## src/rtl/semafor_buffer_pkg.sv

```systemverilog
// Shared constants and helpers for the semaphore mailbox.
// Optional status ports (LEVEL/OVF/UNF) are enabled by defining SEMAFOR_BUF_STATUS_EN.
package semafor_buffer_pkg;

    localparam int unsigned DEFAULT_WIDTH = 1;
    localparam int unsigned DEFAULT_DEPTH = 4;

    function automatic int unsigned clog2(input int unsigned value);
        int unsigned result;
        result = 0;
        while ((32'd1 << result) < value) begin
            result = result + 1;
        end
        return result;
    endfunction

    // Pointer width: a single-slot buffer still needs a one-bit pointer.
    function automatic int unsigned ptr_width(input int unsigned depth);
        return (clog2(depth) < 1) ? 1 : clog2(depth);
    endfunction

endpackage

```

## src/rtl/semafor_ptr.sv

```systemverilog
// Wrapping slot pointer with a phase bit that toggles on each wrap.
module semafor_ptr #(
    parameter int unsigned DEPTH = 4,
    parameter int unsigned AW    = 2
) (
    input  logic          CLK,
    input  logic          CLR,
    input  logic          INC,
    output logic [AW-1:0] PTR,
    output logic          PH
);

    logic [AW-1:0] ptr_q, ptr_d;
    logic          ph_q, ph_d;

    always_comb begin
        ptr_d = ptr_q;
        ph_d  = ph_q;
        if (INC) begin
            if (ptr_q == AW'(DEPTH - 1)) begin
                ptr_d = '0;
                ph_d  = ~ph_q;
            end else begin
                ptr_d = ptr_q + AW'(1);
            end
        end
    end

    always_ff @(posedge CLK) begin
        if (!CLR) begin
            ptr_q <= '0;
            ph_q  <= 1'b0;
        end else begin
            ptr_q <= ptr_d;
            ph_q  <= ph_d;
        end
    end

    assign PTR = ptr_q;
    assign PH  = ph_q;

endmodule

```

## src/rtl/semafor_buffer.sv

```systemverilog
// Multi-slot semaphore mailbox between one writer and one reader.
// Define SEMAFOR_BUF_STATUS_EN to add the LEVEL/OVF/UNF status ports.
module semafor_buffer
    import semafor_buffer_pkg::*;
#(
    parameter  int unsigned WIDTH = DEFAULT_WIDTH,
    parameter  int unsigned DEPTH = DEFAULT_DEPTH,
    localparam int unsigned AW    = ptr_width(DEPTH)
) (
    input  logic             CLK,
    input  logic             CLR,
    input  logic [WIDTH-1:0] DI,
    output logic [WIDTH-1:0] DQ,
    input  logic             WR,
    input  logic             WR_EN,
    output logic             WR_RDY,
    input  logic             RD,
    input  logic             RD_EN,
    output logic             RD_RDY,
    input  logic             REALASE
`ifdef SEMAFOR_BUF_STATUS_EN
    ,
    output logic [AW:0]      LEVEL,
    output logic             OVF,
    output logic             UNF
`endif
);

    logic [WIDTH-1:0] mem_q [DEPTH];
    logic [WIDTH-1:0] dq_q, dq_d;
    logic [AW-1:0]    wp, rp, rp_nxt;
    logic             wph, rph, rph_nxt;
    logic             full, empty, we, re, drains;

    semafor_ptr #(.DEPTH(DEPTH), .AW(AW)) u_wptr (
        .CLK (CLK),
        .CLR (CLR),
        .INC (we),
        .PTR (wp),
        .PH  (wph)
    );

    semafor_ptr #(.DEPTH(DEPTH), .AW(AW)) u_rptr (
        .CLK (CLK),
        .CLR (CLR),
        .INC (re),
        .PTR (rp),
        .PH  (rph)
    );

    always_comb begin
        empty   = (wp == rp) && (wph == rph);
        full    = (wp == rp) && (wph != rph);
        WR_RDY  = ~full & WR_EN;
        RD_RDY  = ~empty & RD_EN;
        we      = WR & WR_RDY;
        re      = RD & REALASE & RD_RDY;
        rp_nxt  = (rp == AW'(DEPTH - 1)) ? '0 : rp + AW'(1);
        rph_nxt = (rp == AW'(DEPTH - 1)) ? ~rph : rph;
        // Releasing the last stored word: the read side catches up with the write side.
        drains  = (rp_nxt == wp) && (rph_nxt == wph);
    end

    // DQ always presents the oldest word; a concurrent write refills it when the last word leaves.
    always_comb begin
        dq_d = dq_q;
        if (empty && we) begin
            dq_d = DI;
        end else if (re) begin
            if (!drains) begin
                dq_d = mem_q[rp_nxt];
            end else if (we) begin
                dq_d = DI;
            end
        end
    end

    always_ff @(posedge CLK) begin
        if (!CLR) begin
            dq_q <= '0;
        end else begin
            dq_q <= dq_d;
        end
    end

    always_ff @(posedge CLK) begin
        if (CLR && we) begin
            mem_q[wp] <= DI;
        end
    end

    assign DQ = dq_q;

`ifdef SEMAFOR_BUF_STATUS_EN
    localparam int unsigned LW = AW + 1;

    logic [AW:0] level_q, level_d;
    logic        ovf_q, ovf_d, unf_q, unf_d;

    always_comb begin
        level_d = level_q + LW'(we) - LW'(re);
        ovf_d   = ovf_q | (WR & WR_EN & full);
        unf_d   = unf_q | (RD & REALASE & RD_EN & empty);
    end

    always_ff @(posedge CLK) begin
        if (!CLR) begin
            level_q <= '0;
            ovf_q   <= 1'b0;
            unf_q   <= 1'b0;
        end else begin
            level_q <= level_d;
            ovf_q   <= ovf_d;
            unf_q   <= unf_d;
        end
    end

    assign LEVEL = level_q;
    assign OVF   = ovf_q;
    assign UNF   = unf_q;
`endif

endmodule

```

## config.mk

```make
export PLATFORM = sky130hd
export DESIGN_NAME = semafor_buffer
export DESIGN_NICKNAME = d
export VERILOG_FILES = /design/src/rtl/semafor_buffer_pkg.sv /design/src/rtl/semafor_ptr.sv /design/src/rtl/semafor_buffer.sv
export SDC_FILE = /design/constraint.sdc
export NUM_CORES = 1
export LEC_CHECK = 0
export CELL_PAD_IN_SITES_DETAIL_PLACEMENT = 1
export CELL_PAD_IN_SITES_GLOBAL_PLACEMENT = 1
export CORE_UTILIZATION = 49
export DETAILED_ROUTE_END_ITERATION = 12
export DONT_BUFFER_PORTS = 1
export GPL_ROUTABILITY_DRIVEN = 0
export HOLD_SLACK_MARGIN = 0.12
export PLACE_DENSITY = 0.88
export SYNTH_ARGS = -nofsm -noshare
export SYNTH_HDL_FRONTEND = slang
export SYNTH_SLANG_ARGS = --single-unit
```

## constraint.sdc

```tcl
create_clock -name CLK -period 5.1 [get_ports CLK]
set_input_delay 0.51 -clock CLK [delete_from_list [all_inputs] [get_ports CLK]]
set_output_delay 0.51 -clock CLK [all_outputs]
set_load 0.02 [all_outputs]
```

==> metrics, run 1 <==
post-route ant nets=0; crit start category=register; fin crit period=2039 ps; #FFs+latches synth=11; GRT Total Usage=20.81%; clock root buffer=clkbuf_4; Cells after Synth=70; leading area contributor after synthesis=dfxtp_1; Pleak=0.2919 nW; register area share after synthesis=37.41%; Die ar.=1575 sq um; share of the synthesized area in the top cell type=20.14%; final worst slack=3061 ps; Slew Limit Fails=0; Commonest cells post-synth=dfxtp_1 (7), nor2b_1 (6), ha_1 (5), nand2_1 (5); mapped cell area=695.7 sq um; IO buf count=0; max cap viols=0; RSZ-0062 raised after global routing=false; YS warnings=0; CP arrival=1530 ps; status=finished clean; CORE AREA=1318 sq um; Mapped Nets=83; initial antenna violation count=0; CP Data Required Time=4590 ps; Util after Layout=55.56%; CTS Buf Count=3; Layout Skew=2.215 ps; Layout area overhead=5.216%; largest family of logic cells by synthesized area=simple AND/OR/NAND/NOR gates; Sum Neg Setup Slack=0 ps; Detailed Route Iter0 Violations=2; Post-DP Area=705.7 sq um; # nets final=86; Synth area leaders=dfxtp_1 (20%), edfxtp_1 (17%), ha_1 (9.0%); total power=0.1794 mW; CP Capture Type=output port; vias=524; Detailed Place HPWL=1034 um; Post-CTS Setup Inserts=0; PwrDens=245.1 nW/um^2; share of layout cells above drive strength 1=9.722%; crit-path max FO=5; Ports=11; die width=39.68 um; Syn Area/Cell=9.938 sq um; clk_lat worst skew=260 ps; Die Height=39.68 um; # DRC=0; via count of the first global-routing pass=503; Worst Hold Class=in2reg; post-cts sizing count=0; number of antenna diodes=0; iteration count of the initial detailed-routing pass=4; P_sw=0.04558 mW; Final Hold Viols=0; Post-synth EDFFs=4; first-pass GRT wire length=2070 um; row cnt=13; Post-CTS Hold Fix Bufs=0; xor/xnor cell area share of the yosys netlist=8.813%; TritonCTS clock tree=yes; fin crit share=39.98%; clk sinks=11; # fillers=157; clock power share=32.6%; Reg power frac=54.5%; Initial Util=52.80%; WL final=1299 um; final instance area=732.0 sq um; cell-internal power=0.1338 mW; WS Path Type=reg2out; CTS clk-pin slew, worst paths=70 ps; fraction of registers with async set/reset=0%; Multi-input gate area=415.4 sq um; largest net degree at the start of global routing=14; R2R setup slack=3120 ps; most frequent cell after synthesis=dfxtp_1; synth unique cells=28; final setup vio count=0; DP Worst Slack=3133 ps; Peak Freq=490.4 MHz; Synth Flop Type=dfxtp_1; Synth Area in Compound Gates=9.712%; CTS H-tree lvls=1; via/cell ratio=6.023; FF+latch area=260.3 sq um; switch share=25.41%; mux contribution to synthesized area=9.532%; Comb power frac=12.9%; Post-Synth Adder-Cell Area=8.993%; Avg WL per Cell=14.93 um; total gr overflow=0; actual slew at the worst max-slew pin=916.2 ps; Max-slew headroom=38.64%; CTS Buffer Depth=2; post-synthesis simple-gate area fraction=22.66%; maximum VDD drop=0.0001261 V
==> stage by stage <==
step           hold slack [ps]  instances
3_5_place_dp             558.3         83
6_report                 336.1         87
2_1_floorplan            524.7         70
3_3_place_gp             550.1         83
5_1_grt                  320.4         87
4_1_cts                  324.6         87
==> power by group through the flow <==
stage	logic, mW	clock network (mW)	registers [mW]
5_1_grt	0.0260	0.0642	0.0983
3_3_place_gp	0.0219	0	0.0996
4_1_cts	0.0234	0.0615	0.0978
6_report	0.0232	0.0584	0.0978
3_5_place_dp	0.0233	0	0.0998
2_1_floorplan	0.0202	0	0.0991
==> worst max-delay path, stage by stage (launching register included) <==
cell,delay [ps]
dfxtp_1,370
xnor2_1,390
nand3_1,220
and2_1,280
==> cells by family (layout without fill, tap and decap cells) <==
logic type | after synthesis | after routing
adders and majority gates | 5 | 5
xor gates and xnor gates | 7 | 7
AOI/OAI and AO/OA | 10 | 10
DFF | 11 | 11
buffers and inverters | 5 | 7
muxes | 5 | 5
and+or+nand+nor | 27 | 27
==> registers in the layout, indices dropped and copies added (netlist names) <==
register and cells:
u_wptr.PTR 2, u_rptr.PTR 2, u_rptr.PH 1, u_wptr.PH 1
DQ 1, mem_q 4
==> cell usage in the layout, fill, tap and decap left out, drive strengths merged <==
| master | instances |
|---|---|
| a21oi | 2 |
| a31oi | 3 |
| and2 | 2 |
| and3 | 4 |
| clkbuf | 4 |
| dfxtp | 7 |
| edfxtp | 4 |
| ha | 5 |
| inv | 3 |
| mux2i | 4 |
| mux4 | 1 |
| nand2 | 5 |
| nand3 | 2 |
| nand4 | 1 |
| nand4bb | 1 |
| nor2 | 4 |
| nor2b | 6 |
| nor3b | 1 |
| o211a | 1 |
| o211ai | 2 |
| o21ai | 1 |
| o31a | 1 |
| or4b | 1 |
| xnor2 | 4 |
| xor2 | 3 |
==> per-layer routing <==
layer / GRT usage, % / wire (um) / part of all wire, % / vias up
met5: 0 / 0 / 0 / -
met4: 12.93 / 22 / 1.7 / 0
met3: 5.114 / 46 / 3.5 / 4
met2: 33.61 / 632 / 49 / 12
met1: 24.21 / 598 / 46 / 253
li1: - / - / - / 255
==> area by class of cell <==
class | instances | area share [%]
multi-input combinational | 54 | 56.75
sequential | 11 | 35.56
clock buffer | 4 | 3.590
tap | 15 | 2.564
inverter | 3 | 1.538
==> worst paths after layout <==
path                         startpoint                    endpoint  depth (start not counted)
min reg2reg  u_rptr.PTR[1]$_SDFFE_PN0P_  u_rptr.PTR[1]$_SDFFE_PN0P_                          2
min                                  DI          mem_q[0]$_DFFE_PP_                          0
max          u_wptr.PTR[1]$_SDFFE_PN0N_                      RD_RDY                          3
max reg2reg  u_wptr.PTR[0]$_SDFFE_PN0N_          mem_q[3]$_DFFE_PP_                          3
(Power assumes the default switching activity.)
==> run 2, diff against run 1 <==
CORE_UTILIZATION = 45   (was 49)
PLACE_DENSITY = 0.83   (was 0.88)
clock period = 2.1 ns   (was 5.1 ns; I/O delays follow)
==> metrics, run 2 (synthesis gave the netlist of run 1 again) <==
Ports=11 (unchanged); Worst R2R Path Depth=6 (+3); Util after Layout=56.14% (+0.58 points); Comb power frac=14.5% (+1.6 points); Avg WL per Cell=15.27 um (+2.3%); row cnt=13 (unchanged); post-route ant nets=0 (unchanged); Die Height=41.32 um (+4.1%); Reg power frac=53.5% (-1.0 points); vias=534 (+1.9%); Pleak=0.3096 nW (+6.1%); via/cell ratio=5.868 (-2.6%); Worst Path Buf+Inv=0 (unchanged); total gr overflow=0 (unchanged); maximum VDD drop=0.0003811 V (+200%); initial antenna violation count=0 (unchanged); Max-slew headroom=66.68% (+28 points); # fillers=165 (+5.1%); slowest stage delay, CP=500 ps (+110 ps); busiest metal layer after global routing=met2; hold path depth=2 (+2); clk_lat worst skew=270 ps (about the same); largest delay contributor family on the critical path=compound AO/OA/AOI/OAI gates; number of antenna diodes=0 (unchanged); commonest non-fill, non-tap cell in the layout=dfxtp_1; fin crit share=95.49%; hold_ws=163.9 ps (-172.2 ps); RSZ-0062 raised after global routing=false; r2r endpoint=DQ$_SDFFE_PN0P_; critical-path cell list=ha_1 > xor2_1 > or4b_4 > o211a_1 > o31a_1 > o21ai_1; CTS Buf Count=3 (unchanged); Die ar.=1707 sq um (+8.4%); clock root buffer=clkbuf_4; Most flops, register=mem_q; GRT met1 Usage=19.80% (-4.4 points); P_sw=0.1142 mW (+150%); status=finished clean; PwrDens=578.2 nW/um^2 (+140%); share of layout cells above drive strength 1=11.84% (+2.1 points); # DRC=0 (unchanged); Detailed Place HPWL=1071 um (+3.6%); Initial Util=50.92% (-1.9 points); CP Data Required Time=2300 ps (-2290 ps); max reg flops=4 (unchanged); Sum Neg Setup Slack=0 ps (unchanged); Layout area overhead=10.25%; first-pass GRT wire length=2104 um (+1.6%); WS Path Type=reg2reg; crit-path max FO=5 (unchanged); Final Hold Viols=0 (unchanged); CTS clk-pin slew, worst paths=70 ps (about the same); Slew Limit Fails=0 (unchanged); actual slew at the worst max-slew pin=497.4 ps (-418.7 ps); crit start category=register; via count of the first global-routing pass=534 (+6.2%); cell-internal power=0.3293 mW (+150%); max cap viols=0 (unchanged); grt met2 use=39.84% (+6.2 points); final setup vio count=0 (unchanged); clock power share=32.0% (-0.6 points); CTS H-tree lvls=1 (unchanged); CP arrival=2200 ps (+670 ps); TritonCTS clock tree=yes; Min-Delay Endpoint=DQ$_SDFFE_PN0P_; Worst Hold Class=in2reg; IO buf count=0 (unchanged); CORE AREA=1366 sq um (+3.7%); Peak Freq=498.7 MHz; CP Capture Type=register; R2R setup slack=90 ps (-3030 ps); largest net degree at the start of global routing=12 (-2); # nets final=90 (+4.7%); WL final=1390 um (+7.0%); fin crit period=2005 ps; CTS Buffer Depth=2 (unchanged); Detailed Route Iter0 Violations=2 (unchanged); Layout Skew=6.379 ps (+4.164 ps); clk sinks=11 (unchanged); HP Start=CLR; M3 GR Usage=4.787% (-0.33 points); GRT Total Usage=20.45% (-0.36 points); iteration count of the initial detailed-routing pass=3 (-1); die width=41.32 um (+4.1%); most frequent cells in the layout=dfxtp_1 (7), nor2b_1 (6), nand2_1 (5), ha_1 (5); Worst R2R Start=u_rptr.PTR[0]$_SDFFE_PN0P_; switch share=25.74% (+0.33 points); post-cts sizing count=0 (unchanged); Critical-path top delay cell=or4b_4
-- run 2: cell types whose count changed in the layout (fill, tap and decap cells not counted), sizes merged --
cell / previous run / this run
buf: 0 / 2
dlygate4sd3: 0 / 2
-- run 2: metrics by stage --
step	cell area [sq um]	setup WS, ps	cells	power [mW]
after CTS	767.0	90.59	91	0.4501
after global placement	720.7	221.3	85	0.2980
final	767.0	94.61	91	0.4434
after global routing	767.0	27.23	91	0.4731
after floorplan	695.7	259.8	70	0.2897
after detailed placement	720.7	105.5	85	0.3023
-- run 2: how the worst max path moves through the flow --
stage	startpoint	endpoint	cells past startpoint
floorplan	u_rptr.PTR[0]$_SDFFE_PN0P_	DQ$_SDFFE_PN0P_	6
global placement	u_rptr.PTR[0]$_SDFFE_PN0P_	DQ$_SDFFE_PN0P_	6
detailed placement	u_rptr.PTR[0]$_SDFFE_PN0P_	DQ$_SDFFE_PN0P_	6
CTS	u_rptr.PTR[0]$_SDFFE_PN0P_	DQ$_SDFFE_PN0P_	6
global route	u_rptr.PTR[0]$_SDFFE_PN0P_	DQ$_SDFFE_PN0P_	6
finish	u_rptr.PTR[0]$_SDFFE_PN0P_	DQ$_SDFFE_PN0P_	6
-- run 2: worst register-to-register path, stage by stage (launching register included) --
cell	delay, ps
dfxtp_1	350
ha_1	350
xor2_1	180
or4b_4	500
o211a_1	160
o31a_1	300
o21ai_1	100
-- run 2: what timing repair did --
| action | in CTS | in global routing |
|---|---|---|
| buffers inserted | 0 | 0 |
| hold buffers | 2 | 0 |
| endpoints found under the hold margin | 10 | 0 |
-- run 2: area by class of cell --
class | instances | area [sq um] | share of cell area, %
sequential | 11 | 260.3 | 33.93
timing repair buffer | 4 | 35.03 | 4.568
tap | 15 | 18.77 | 2.447
clock buffer | 4 | 26.28 | 3.426
inverter | 3 | 11.26 | 1.468
multi-input combinational | 54 | 415.4 | 54.16
-- run 2: layer usage --
layer / share of wire [%] / up-vias
met4: 2.2 / 0
met5: 0 / -
met2: 49 / 12
met1: 45 / 254
li1: - / 264
met3: 3.7 / 4
-- run 2: power by group through the flow --
| stage | Combinational (mW) | Sequential (mW) | Clock (mW) |
|---|---|---|---|
| after detailed placement | 0.0600 | 0.242 | 0 |
| after CTS | 0.0648 | 0.237 | 0.148 |
| after global placement | 0.0562 | 0.242 | 0 |
| final | 0.0644 | 0.237 | 0.142 |
| after global routing | 0.0702 | 0.239 | 0.164 |
| after floorplan | 0.0491 | 0.241 | 0 |
==> run 3, diff against run 2 <==
CELL_PAD_IN_SITES_DETAIL_PLACEMENT = 2   (was 1)
CELL_PAD_IN_SITES_GLOBAL_PLACEMENT = 2   (was 1)
CORE_ASPECT_RATIO = 1.25   (was not set)
CORE_UTILIZATION = 37   (was 45)
==> metrics, run 3 (synthesis gave the netlist of run 1 again) <==
CP Data Required Time=2320 ps (+20 ps); Initial Util=39.40% (-12 points); first-pass GRT wire length=2635 um (+25%); Detailed Place HPWL=1200 um (+12%); Post-CTS Setup Inserts=0 (unchanged); clk_lat worst skew=280 ps (about the same); Detailed Route Iter0 Violations=8 (+6); via count of the first global-routing pass=625 (+17%); crit-path max FO=5 (unchanged); # fillers=201 (+22%); Layout Skew=4.016 ps (-2.364 ps); final setup vio count=0 (unchanged); initial antenna violation count=0 (unchanged); Worst R2R Start=u_rptr.PTR[0]$_SDFFE_PN0P_; WL final=1620 um (+17%); CTS Buffer Depth=2 (unchanged); r2r endpoint=DQ$_SDFFE_PN0P_; Placed Cells=89 (+4.7%); crit start category=register; total gr overflow=0 (unchanged); Worst Hold Class=in2reg; fin crit share=92.52% (-3.0 points); iteration count of the initial detailed-routing pass=3 (unchanged); fin crit period=1943 ps (-62.42 ps); clock root buffer=clkbuf_4; number of antenna diodes=0 (unchanged); status=finished clean; Layout area overhead=10.97%; via/cell ratio=5.663 (-3.5%); Die ar.=2059 sq um (+21%); commonest non-fill, non-tap cell in the layout=dfxtp_1; Pleak=0.3096 nW (unchanged); IO buf count=0 (unchanged); R2R setup slack=160 ps (+60 ps); maximum VDD drop=0.0003547 V (-6.9%); actual slew at the worst max-slew pin=515.1 ps (+17.64 ps); DP Worst Slack=176.0 ps (+70.54 ps); GRT Total Usage=20.00% (-0.45 points); WS Path Type=reg2reg; CP arrival=2160 ps (-40 ps); max reg flops=4 (unchanged); Cell Count, Final, Fillers Out=95 (+4.4%); # nets final=90 (unchanged); Peak Freq=514.7 MHz (+3.2%); CP Capture Type=register; CTS Buf Count=3 (unchanged); hold path depth=2 (unchanged); die width=40.79 um (-1.3%); clk sinks=11 (unchanged); Ports=11 (unchanged); Most flops, register=mem_q; Slew Limit Fails=0 (unchanged); TritonCTS clock tree=yes; Max-slew headroom=65.50% (-1.2 points); Die Height=50.48 um (+22%); PwrDens=591.7 nW/um^2 (+2.3%); Final Hold Viols=0 (unchanged); Avg WL per Cell=17.05 um (+12%); CTS H-tree lvls=1 (unchanged); total power=0.4568 mW (+3.0%); Min-Delay Endpoint=DQ$_SDFFE_PN0P_; CTS clk-pin slew, worst paths=80 ps (about the same); Worst R2R Path Depth=6 (unchanged); post-route ant nets=0 (unchanged); largest net degree at the start of global routing=12 (unchanged); HP Start=DI; RSZ-0062 raised after global routing=false; share of layout cells above drive strength 1=11.84% (unchanged); max cap viols=0 (unchanged); Sum Neg Setup Slack=0 ps (unchanged); final worst slack=157.0 ps (+62.42 ps); vias=538 (+0.75%); row cnt=17 (+4); # DRC=0 (unchanged); hold_ws=134.5 ps (-29.43 ps); CORE AREA=1765 sq um (+29%); most frequent cells in the layout=dfxtp_1 (7), nor2b_1 (6), nand2_1 (5), ha_1 (5)
## run 3: cell type report
class / count / area (sq um) / share of cell area, %
Multi-Input combinational cell: 54 / 415.4 / 53.81
Sequential cell: 11 / 260.3 / 33.71
Timing Repair Buffer: 4 / 35.03 / 4.538
Clock buffer: 4 / 26.28 / 3.404
Tap cell: 19 / 23.77 / 3.079
Inverter: 3 / 11.26 / 1.459
## run 3: what timing repair did
item / CTS / global route
setup endpoints to repair: 0 / 0
gates resized for setup: 0 / 0
hold endpoints to repair: 11 / 0
hold buffers: 2 / 0
## run 3: metal layers
metal | GRT usage, % | routed length, um | vias to the layer above | part of all wire [%]
li1 | - | - | 260 | -
met1 | 20.73 | 667 | 261 | 41
met5 | 0 | 0 | - | 0
met2 | 34.11 | 868 | 13 | 54
met4 | 11.67 | 36 | 0 | 2.2
met3 | 3.982 | 48 | 4 | 3.0
## run 3: worst max path at each step
stage	to	from
5_1_grt	DQ$_SDFFE_PN0P_	u_rptr.PTR[0]$_SDFFE_PN0P_
3_5_place_dp	DQ$_SDFFE_PN0P_	u_rptr.PTR[0]$_SDFFE_PN0P_
4_1_cts	DQ$_SDFFE_PN0P_	u_rptr.PTR[0]$_SDFFE_PN0P_
6_report	DQ$_SDFFE_PN0P_	u_rptr.PTR[0]$_SDFFE_PN0P_
3_3_place_gp	DQ$_SDFFE_PN0P_	u_rptr.PTR[0]$_SDFFE_PN0P_
2_1_floorplan	DQ$_SDFFE_PN0P_	u_rptr.PTR[0]$_SDFFE_PN0P_
## run 3: per-stage QoR
stage               utilization [%]  area [sq um]
finish                        43.73         772.0
global route                  43.73         772.0
CTS                           43.73         772.0
detailed placement            41.11         725.7
global placement              41.11         725.7
floorplan                         -         695.7
## run 3: power by group
| group | switching (mW) | total, mW | internal, mW | leakage [nW] |
|---|---|---|---|---|
| Combinational | 0.0346 | 0.0637 | 0.0291 | 0.202 |
| Sequential | 0.0106 | 0.237 | 0.227 | 0.0929 |
| Clock | 0.0819 | 0.156 | 0.0739 | 0.0150 |
## run 3: worst max-delay path: stages, from the launching register on
cell	delay [ps]
dfxtp_1	360
ha_1	350
xor2_1	180
or4b_4	500
o211a_1	150
o31a_1	270
o21ai_1	60
